## src/rtl/seq_det_pkg.sv

```systemverilog
// Shared defaults and legal bounds for the serial pattern detector.
package seq_det_pkg;

  localparam int SEQ_PAT_LEN_DEF = 3;
  localparam int SEQ_CNT_W_DEF   = 8;
  localparam int SEQ_PAT_LEN_MIN = 2;
  localparam int SEQ_PAT_LEN_MAX = 16;

  function automatic bit pat_len_legal(input int n);
    return (n >= SEQ_PAT_LEN_MIN) && (n <= SEQ_PAT_LEN_MAX);
  endfunction

endpackage

```

## src/rtl/sat_counter.sv

```systemverilog
// Saturating up-counter for the detector match count.
// Only compiled when DET_COUNT_EN is defined, so the default build carries no counter logic.
`ifdef DET_COUNT_EN
module sat_counter #(
  parameter int W = 8
) (
  input  logic         clk,
  input  logic         reset,
  input  logic         inc,
  output logic [W-1:0] q
);

  logic [W-1:0] r_q;

  always_ff @(posedge clk or posedge reset) begin
    if (reset) begin
      r_q <= '0;
    end else if (inc && (r_q != '1)) begin
      r_q <= r_q + W'(1);
    end
  end

  assign q = r_q;

endmodule
`endif

```

## src/rtl/seq_detector.sv

```systemverilog
// Serial MSB-first pattern detector with a combinational (Mealy) match flag.
// Defining DET_COUNT_EN adds a saturating match counter; otherwise match_count reads 0.
module seq_detector
  import seq_det_pkg::*;
#(
  parameter int PAT_LEN = SEQ_PAT_LEN_DEF,
  parameter int CNT_W   = SEQ_CNT_W_DEF
) (
  input  logic               clk,
  input  logic               reset,
  input  logic               load,
  input  logic [PAT_LEN-1:0] pat,
  input  logic               overlap,
  input  logic               x_valid,
  input  logic               x,
  output logic               y,
  output logic [CNT_W-1:0]   match_count
);

  localparam int                FILL_W   = $clog2(PAT_LEN);
  localparam logic [FILL_W-1:0] FILL_MAX = FILL_W'(PAT_LEN - 1);

  if (!pat_len_legal(PAT_LEN)) begin : g_bad_pat_len
    $error("seq_detector: PAT_LEN out of range");
  end

  logic [PAT_LEN-1:0] r_pat_reg;
  logic [PAT_LEN-2:0] r_hist;
  logic [FILL_W-1:0]  r_fill;

  logic [PAT_LEN-1:0] w_window;
  logic               w_full;
  logic               w_hit;

  // Window is the last PAT_LEN-1 valid bits plus the bit arriving this cycle.
  always_comb begin
    w_window = {r_hist, x};
    w_full   = (r_fill == FILL_MAX);
    w_hit    = (w_window == r_pat_reg);
    y        = x_valid & ~load & ~reset & w_full & w_hit;
  end

  always_ff @(posedge clk or posedge reset) begin
    if (reset) begin
      r_pat_reg <= '0;
      r_hist    <= '0;
      r_fill    <= '0;
    end else if (load) begin
      r_pat_reg <= pat;
      r_hist    <= '0;
      r_fill    <= '0;
    end else if (x_valid) begin
      r_hist <= w_window[PAT_LEN-2:0];
      // Non-overlapping mode demands a full set of fresh bits after a match.
      if (y && !overlap) begin
        r_fill <= '0;
      end else if (!w_full) begin
        r_fill <= r_fill + FILL_W'(1);
      end
    end
  end

`ifdef DET_COUNT_EN
  sat_counter #(
    .W (CNT_W)
  ) u_sat_counter (
    .clk   (clk),
    .reset (reset),
    .inc   (y),
    .q     (match_count)
  );
`else
  assign match_count = '0;
`endif

endmodule

```

## config.mk

```make
export PLATFORM = sky130hd
export DESIGN_NAME = seq_detector
export DESIGN_NICKNAME = d
export VERILOG_FILES = /design/src/rtl/seq_det_pkg.sv /design/src/rtl/sat_counter.sv /design/src/rtl/seq_detector.sv
export SDC_FILE = /design/constraint.sdc
export NUM_CORES = 1
export LEC_CHECK = 0
export CORE_MARGIN = 10
export CORE_UTILIZATION = 29
export CTS_CLUSTER_SIZE = 10
export DETAILED_ROUTE_END_ITERATION = 7
export PLACE_DENSITY = 0.54
export RECOVER_POWER = 100
export SETUP_SLACK_MARGIN = 0.2
export SYNTH_ARGS = -nofsm -noshare
export SYNTH_HDL_FRONTEND = slang
export SYNTH_SLANG_ARGS = --single-unit
```

## constraint.sdc

```tcl
create_clock -name clk -period 3.9 [get_ports clk]
set_clock_uncertainty 0.05 [all_clocks]
set_input_delay 0.78 -clock clk [delete_from_list [all_inputs] [get_ports clk]]
set_output_delay 0.78 -clock clk [all_outputs]
set_load 0.01 [all_outputs]
```

# Word-level counts from Yosys, hierarchy flattened
# Cells that the tools add are included.
# totals
register_bits	7
input_bits	9
out_inout_bits	9
# classes
addsub	1
n_eq_ne	3
mux	6
n_bitwise	6
reduce_logical	4
# ops
op	count
2-bit 2-to-1 mux	6
1-bit bitwise AND	4
3-bit equality test	1
3-bit by 2-bit inequality test with 1-bit output, second input constant	1
2-bit by 1-bit adder with 2-bit output, second input constant	1
2-bit equality test, second input constant	1
1-bit inverter	2
2-bit AND reduction	1
2-bit nonzero test	1
1-bit logical AND	1
1-bit zero test	1

# Logic depth before layout (Yosys ltp)
# Gate-level depths: netlist (run 1).
# logic_depth
word_depth	9
mapped_depth	5
ltp_nobuf	5

# Least setup slack after synthesis (run 1)
# Ideal clock, no wire load.
# synth_timing
path_kind	input-to-output
startpoint	input load
endpoint	output y
arrival_ns	1.432
path_slack_ns	1.638
cell_stages	3
path_cell_list	buf_6 nand4bb_4 nor4_4
# synth_via
elab_chain_len	5
# synth_lines
element	line	text
start, declared	seq_detector.sv:11	input logic load,
1-bit inverter	seq_detector.sv:40	y = x_valid & ~load & ~reset & w_full & w_hit;
1-bit bitwise AND (4 in series)	seq_detector.sv:40	
end, declared	seq_detector.sv:16	output logic y,
# No other way between the ends.

# Worst setup path after layout (run 1)
# layout_timing
startpoint	input x_valid
endpoint	output y
# layout_via
elab_chain_len	4
# layout_lines
element	line	text
start, declared	seq_detector.sv:14	input logic x_valid,
1-bit bitwise AND (4 in series)	seq_detector.sv:40	
# No other way between the ends.

==> qor.txt, run 1 <==
Antenna-violating nets left -> 0
Worst VDD drop -> 0.151 mV
FF+latch count, synth -> 7
Final setup violation count -> 0
Post-synthesis compound-gate area fraction -> 3.30%
Clock sink count -> 7
Count of port buffers added during placement -> 9
Count of cell types in the netlist -> 15
Min-Delay Path Class -> flop to flop
FF-to-FF End -> r_fill[1]
Tcrit/Tclk final -> 87.4%
Hold Fails Final Rpt -> 0
WHS Path Cells -> 1
RSZ-0062 raised after global routing -> false
Max H-tree Level -> 1
Crit path DAT -> 2580 ps
GPL Wtd Cong -> 0.710
Area growth syn-to-layout -> 20.9%
Cell family with most CP delay -> buffers and inverters
Hold endpoint -> r_pat_reg[0]
Fin cells -> 67
Post-Synth Adder-Cell Area -> 2.75%
R2R cell count -> 5
Register area share after synthesis -> 38.5%
Via density -> 4.03
Cell mode on critical path -> dlygate4sd3_1
HPWL after DPL -> 678 µm
Io pins -> 18
Largest net degree at the start of global routing -> 8
Crit-path max FO -> 4
Post-Synth Simple-Gate Area -> 14.0%
Fin Hold WS -> 453 ps
P per Cell Area -> 339 nW/µm²
Final wirelength -> 785 µm
Slew Viols, Final -> 0
CP Launch Type -> input pin
Antenna diode count -> 0
FF-to-FF setup slack -> 2490 ps
Global-route wire length before repair -> 1420 µm
# resized after CTS -> 0
Hold Buf Count CTS -> 0
Worst-skew pair later-pin latency -> 250 ps
Leakage -> 0.262 nW
Crit-path cells -> dlygate4sd3_1 > nand4bb_4 > nor4_4 > dlygate4sd3_1
Max reg flops -> 3
Post-synthesis xor/xnor area fraction -> 7.69%
Vias -> 270
Clock transition at the registers of the reported paths -> 50 ps
Initial antenna violation count -> 0
Filler cells -> 158
Share of layout cells above drive strength 1 -> 9.80%
Overall Power -> 0.187 mW
Netlist Area Pre-Place -> 455 µm²
Initial DRC Count -> 3
Max clock buf depth -> 2
CTS buffer count -> 3
Hold path start -> r_pat_reg[0]
Worst R2R Start -> r_fill[0]
Overflow left after global routing -> 0
Post-layout util -> 37.0%
Leading cell type in the layout, fill and taps excluded -> conb_1
DR DRC count -> 0
Max cap viols -> 0
Syn_area_per_cell -> 11.7 µm²
Yosys warning count -> 0
Post-Synthesis Cells -> 39
Cells after DPL -> 63
Die area -> 3560 µm²
Max incr delay on CP -> 670 ps
Min Clock Period, post-route -> 3410 ps
Die Ht -> 59.6 µm
Drt pass-1 iters -> 3
CTS tree -> built
Total GRT Usage -> 5.43%
Fmax -> 0.293 GHz
Nets -> 62
Setup TNS -> 0 ps
Worst Path Buf+Inv -> 2
Worst Path Required -> 3070 ps
Largest family of logic cells by synthesized area -> buffers and inverters
Post CTS Setup Buffer Count -> 0
Per-cell routed wire length -> 11.7 µm
Slowest CP cell -> dlygate4sd3_1
Vias in the first global route -> 312
Status -> finished clean
CP endpoint kind -> primary output
Initial Utilization -> 30.6%
Crit. path cell count -> 4
Core area -> 1490 µm²
Post-synthesis mux area share -> 14.0%
FP Rows -> 14
Leading cell types in the layout, fill and taps excluded -> conb_1 (8), dfrtp_1 (7), clkdlybuf4s50_1 (5)
Setup Crit Path Kind -> input pin to primary output
Root buffer cell -> clkbuf_4
Die W -> 59.6 µm
per-stage QoR:
stage / cell area, µm² / setup WS [ps]
6_report: 551 / 490
3_3_place_gp: 528 / 611
3_5_place_dp: 528 / 606
4_1_cts: 554 / 594
2_1_floorplan: 482 / 1640
5_1_grt: 551 / 399
power breakdown:
part           switching, mW  internal, mW
combinational         0.0196        0.0192
sequential           0.00428        0.0796
clock                 0.0252        0.0390
total                 0.0491         0.138
kinds of logic (layout without fill, tap and decap cells):
family	count (synthesis)	in the layout
AOI/OAI and AO/OA	2	2
xor gates and xnor gates	4	4
DFF	7	7
adders and majority gates	1	1
other	1	8
and+or+nand+nor	5	5
muxes	6	6
buffers and inverters	13	18
worst reg2reg max path, cell delays in order (launching register included):
cell and delay, ps:
dfrtp_1 380, inv_1 60, ha_1 200, nand4bb_4 130
nor4_4 330, a211oi_1 120
how the worst max path moves through the flow:
stage | from | to | slack, ps
2_1_floorplan | load | y | 1640
3_3_place_gp | x_valid | y | 610
3_5_place_dp | x_valid | y | 610
4_1_cts | x_valid | y | 590
5_1_grt | x_valid | y | 400
6_report | x_valid | y | 490
synth_stat cells, drive strengths merged:
master   count  area share (%)
xnor2        1             1.9
a211oi       2             3.3
nor2         2             1.6
buf          9              16
nand4bb      1             6.0
nor4         1             4.7
mux2         3             7.4
conb         1            0.82
dfrtp        7              38
ha           1             2.7
and2b        1             1.6
xor2         3             5.8
mux2i        3             6.6
inv          4             3.3
per-layer routing:
layer | routed length, µm | track usage [%]
met5 | 0 | 0
met3 | 77 | 2.58
met2 | 399 | 7.43
met1 | 299 | 5.71
met4 | 9 | 5.77
cell type report:
| class | instances | area [µm²] | share of cell area [%] |
|---|---|---|---|
| clock buffers | 4 | 26.3 | 4.77 |
| flip-flops and latches | 7 | 175 | 31.8 |
| multi-input cells | 26 | 220 | 40.0 |
| inverters | 4 | 15.0 | 2.73 |
| repair buffers | 10 | 93.8 | 17.0 |
| well taps | 16 | 20.0 | 3.64 |
Note: power is estimated with default switching activity, not from simulation.
==> run 2: changes to the inputs <==
--- a/config.mk
+++ b/config.mk
@@ -9,6 +9,7 @@
 export CORE_UTILIZATION = 29
 export CTS_CLUSTER_SIZE = 10
 export DETAILED_ROUTE_END_ITERATION = 7
+export HOLD_SLACK_MARGIN = 0.12
 export PLACE_DENSITY = 0.54
 export RECOVER_POWER = 100
 export SETUP_SLACK_MARGIN = 0.2
==> results of run 2 <==
The final DEF is identical to that of run 1; final timing and power are the same.
==> edit: new RTL, settings of run 1 <==
Register the inputs `load`, `pat`, `overlap`, `x_valid` and `x` before use, cleared by the reset. The logic sees them one clock later.
--- a/src/rtl/seq_detector.sv
+++ b/src/rtl/seq_detector.sv
@@ -20,6 +20,28 @@
   localparam int                FILL_W   = $clog2(PAT_LEN);
   localparam logic [FILL_W-1:0] FILL_MAX = FILL_W'(PAT_LEN - 1);
 
+  logic load_q;
+  logic [PAT_LEN-1:0] pat_q;
+  logic overlap_q;
+  logic x_valid_q;
+  logic x_q;
+
+  always_ff @(posedge clk or posedge reset) begin
+    if (reset) begin
+      load_q    <= '0;
+      pat_q     <= '0;
+      overlap_q <= '0;
+      x_valid_q <= '0;
+      x_q       <= '0;
+    end else begin
+      load_q    <= load;
+      pat_q     <= pat;
+      overlap_q <= overlap;
+      x_valid_q <= x_valid;
+      x_q       <= x;
+    end
+  end
+
   if (!pat_len_legal(PAT_LEN)) begin : g_bad_pat_len
     $error("seq_detector: PAT_LEN out of range");
   end
@@ -34,10 +56,10 @@
 
   // Window is the last PAT_LEN-1 valid bits plus the bit arriving this cycle.
   always_comb begin
-    w_window = {r_hist, x};
+    w_window = {r_hist, x_q};
     w_full   = (r_fill == FILL_MAX);
     w_hit    = (w_window == r_pat_reg);
-    y        = x_valid & ~load & ~reset & w_full & w_hit;
+    y        = x_valid_q & ~load_q & ~reset & w_full & w_hit;
   end
 
   always_ff @(posedge clk or posedge reset) begin
@@ -45,14 +67,14 @@
       r_pat_reg <= '0;
       r_hist    <= '0;
       r_fill    <= '0;
-    end else if (load) begin
-      r_pat_reg <= pat;
+    end else if (load_q) begin
+      r_pat_reg <= pat_q;
       r_hist    <= '0;
       r_fill    <= '0;
-    end else if (x_valid) begin
+    end else if (x_valid_q) begin
       r_hist <= w_window[PAT_LEN-2:0];
       // Non-overlapping mode demands a full set of fresh bits after a match.
-      if (y && !overlap) begin
+      if (y && !overlap_q) begin
         r_fill <= '0;
       end else if (!w_full) begin
         r_fill <= r_fill + FILL_W'(1);
Check against the original RTL: not equivalent (Yosys sat finds a counterexample within 4 cycles, from zero or initial values and one cycle with reset high).
==> edit against run 1 <==
Power grew 57%. Synthesized area up 41%. Largest cell class is now flip-flops and latches. Design area up 35%. Routed wire length is 30% higher. Sequential cell count increased by 7. Worst setup slack improved by 0.016 ns. Sequential power grew 93%.
==> edit: results (changes against run 1) <==
synthesis:
  synth_xor_area_share_pct: 4.09  # -3.6 points
  synth_area_leaders: "dfrtp_1 55%, buf_4 9.4%, mux2_1 5.3%"
  ys_seq_area_share_pct: 54.6  # +16 points
  synth.distinct_cells: 18  # +3
  synth-compound-area-share_pct: 5.07  # +1.8 points
  synth_mux_area_share_pct: 8.38  # -5.6 points
  ys_async_sr_fraction_pct: 100  # unchanged
  synthTopCellsByCount: "14 x dfrtp_1, 8 x buf_4, 3 x inv_1, 3 x mux2_1, 3 x xor2_1"
  synth_adder_area_share_pct: 1.95  # -0.80 points
  yosysWarnings: 0  # unchanged
grt:
  grt_pass1_wl_um: 1610  # +13%
  grt_start_max_net_pins: 15  # +7
  grtUsageTotal_pct: 5.06  # -0.37 points
  grt_pass1_vias: 361  # +16%
  antenna_found_initial: 0  # unchanged
clock_network:
  cts_buffers: 3  # unchanged
  insertion_delay_ns: 0.27  # +0.02 ns
  htree_levels: 1  # unchanged
  root_buffer: "clkbuf_4"
  cts_max_path_buffers: 2  # unchanged
  clkTransAtPathRegs_ns: 0.08  # +0.03 ns
  post_cts_resize_count: 0  # unchanged
  post_cts_buffers: 0  # unchanged
run_status:
  outcome: "finished, final reports clean"
layout:
  n_antenna_cell: 0  # unchanged
  drive_gt1_share_pct: 10.2  # +0.37 points
  fin_nets: 70  # +13%
  nFillCells: 219  # +39%
drt:
  avgRoutedWirePerCell_um: 11.9  # +1.5%
  first_iter_violations: 5  # +2
  via_per_inst: 3.91  # -3.0%
  drtPass1Iterations: 4  # +1
worst_setup_path:
  slowest_stage: "dlygate4sd3_1"
  crit_path_end: "y"
  rr_startpoint: "r_fill[0]"
  r2r_slack_ns: 2.46  # -0.03 ns
  worstPathMaxFanout: 3  # -1
  r2r_end: "r_fill[1]"
  critPathLaunch: "reset"
  rr_worst_depth: 5  # unchanged
  crit_family: "buffers and inverters"
  critPathArrivalTime_ns: 2.56  # -0.02 ns
  slowest_delay_ns: 0.65  # -0.02 ns
sta:
  slew_headroom_pct: 65.8
power_and_ir_drop:
  vdd.ir_drop.worst_uv: 161  # +6.3%
  p_leak_uw: 0.000340  # +30%
placed_design:
  portBuffers: 9  # unchanged
  routabilityCongestion: 0.734  # +3.3%
  hpwl_um: 820  # +21%
min_path:
  min-delay-start: "pat_q[0]"
  hold_class: "reg2reg"
edit: changes by cell type in the layout (fill, tap and decap cells not counted), sizes merged, moves of 2 or more:
cell	change
nand2b	+2
clkdlybuf4s50	-5
dfrtp	+7
dlygate4sd3	+5
a21oi	+2
edit: stage by stage:
| step | hold slack, ns | instance area (um^2) | std cells | util (%) | worst slack (ns) |
|---|---|---|---|---|---|
| floorplan | 0.389 | 668 | 55 | - | 1.71 |
| global placement | 0.395 | 721 | 82 | 35.3 | 0.678 |
| detailed placement | 0.400 | 721 | 82 | 35.3 | 0.688 |
| CTS | 0.424 | 757 | 86 | 37.1 | 0.675 |
| global route | 0.430 | 741 | 86 | 36.3 | 0.440 |
| finish | 0.419 | 741 | 86 | 36.3 | 0.506 |
edit: kinds of logic (layout without fill, tap and decap cells):
kind of cell	after synthesis	in the layout
other cells	1	8
simple gates	8	8
xor+xnor	3	3
fa+ha+maj	1	1
mux	5	5
buf+inv	12	16
flops	14	14
compound gates	4	4
edit: layout make-up:
cell class / instances / area, um^2 / share of cell area [%]
flip-flops and latches: 14 / 350 / 47.3
inverters: 3 / 11.3 / 1.52
repair buffers: 9 / 90.1 / 12.2
well taps: 27 / 33.8 / 4.56
multi-input cells: 29 / 219 / 29.6
clock buffers: 4 / 36.3 / 4.90
edit: worst register-to-register path, stage by stage (launching register included):
cell	delay, ns
dfrtp_1	0.39
inv_1	0.08
ha_1	0.18
nand4bb_1	0.16
nor4_4	0.33
a211oi_1	0.12
edit: report_power, final:
part	leakage, uW	total, uW	internal (uW)	switching (uW)
clock	0.0000210	98.7	56.7	42.0
combinational	0.000149	31.8	14.7	17.1
sequential	0.000170	162	154	7.79
edit: layer usage:
| metal | GRT usage (%) | up-vias | wire, um |
|---|---|---|---|
| met5 | 0 | - | 0 |
| met4 | 3.85 | 0 | 9 |
| met3 | 3.34 | 2 | 126 |
| met2 | 7.23 | 14 | 450 |
| met1 | 5.13 | 158 | 437 |
| li1 | - | 162 | - |
edit: worst min-delay path by stage:
stage              endpoint  slack, ns  depth (start not counted)
6_report       r_pat_reg[0]       0.42                          1
5_1_grt        r_pat_reg[2]       0.43                          1
4_1_cts        r_pat_reg[2]       0.42                          1
3_5_place_dp   r_pat_reg[2]       0.40                          1
3_3_place_gp   r_pat_reg[1]       0.39                          1
2_1_floorplan  r_pat_reg[0]       0.39                          1
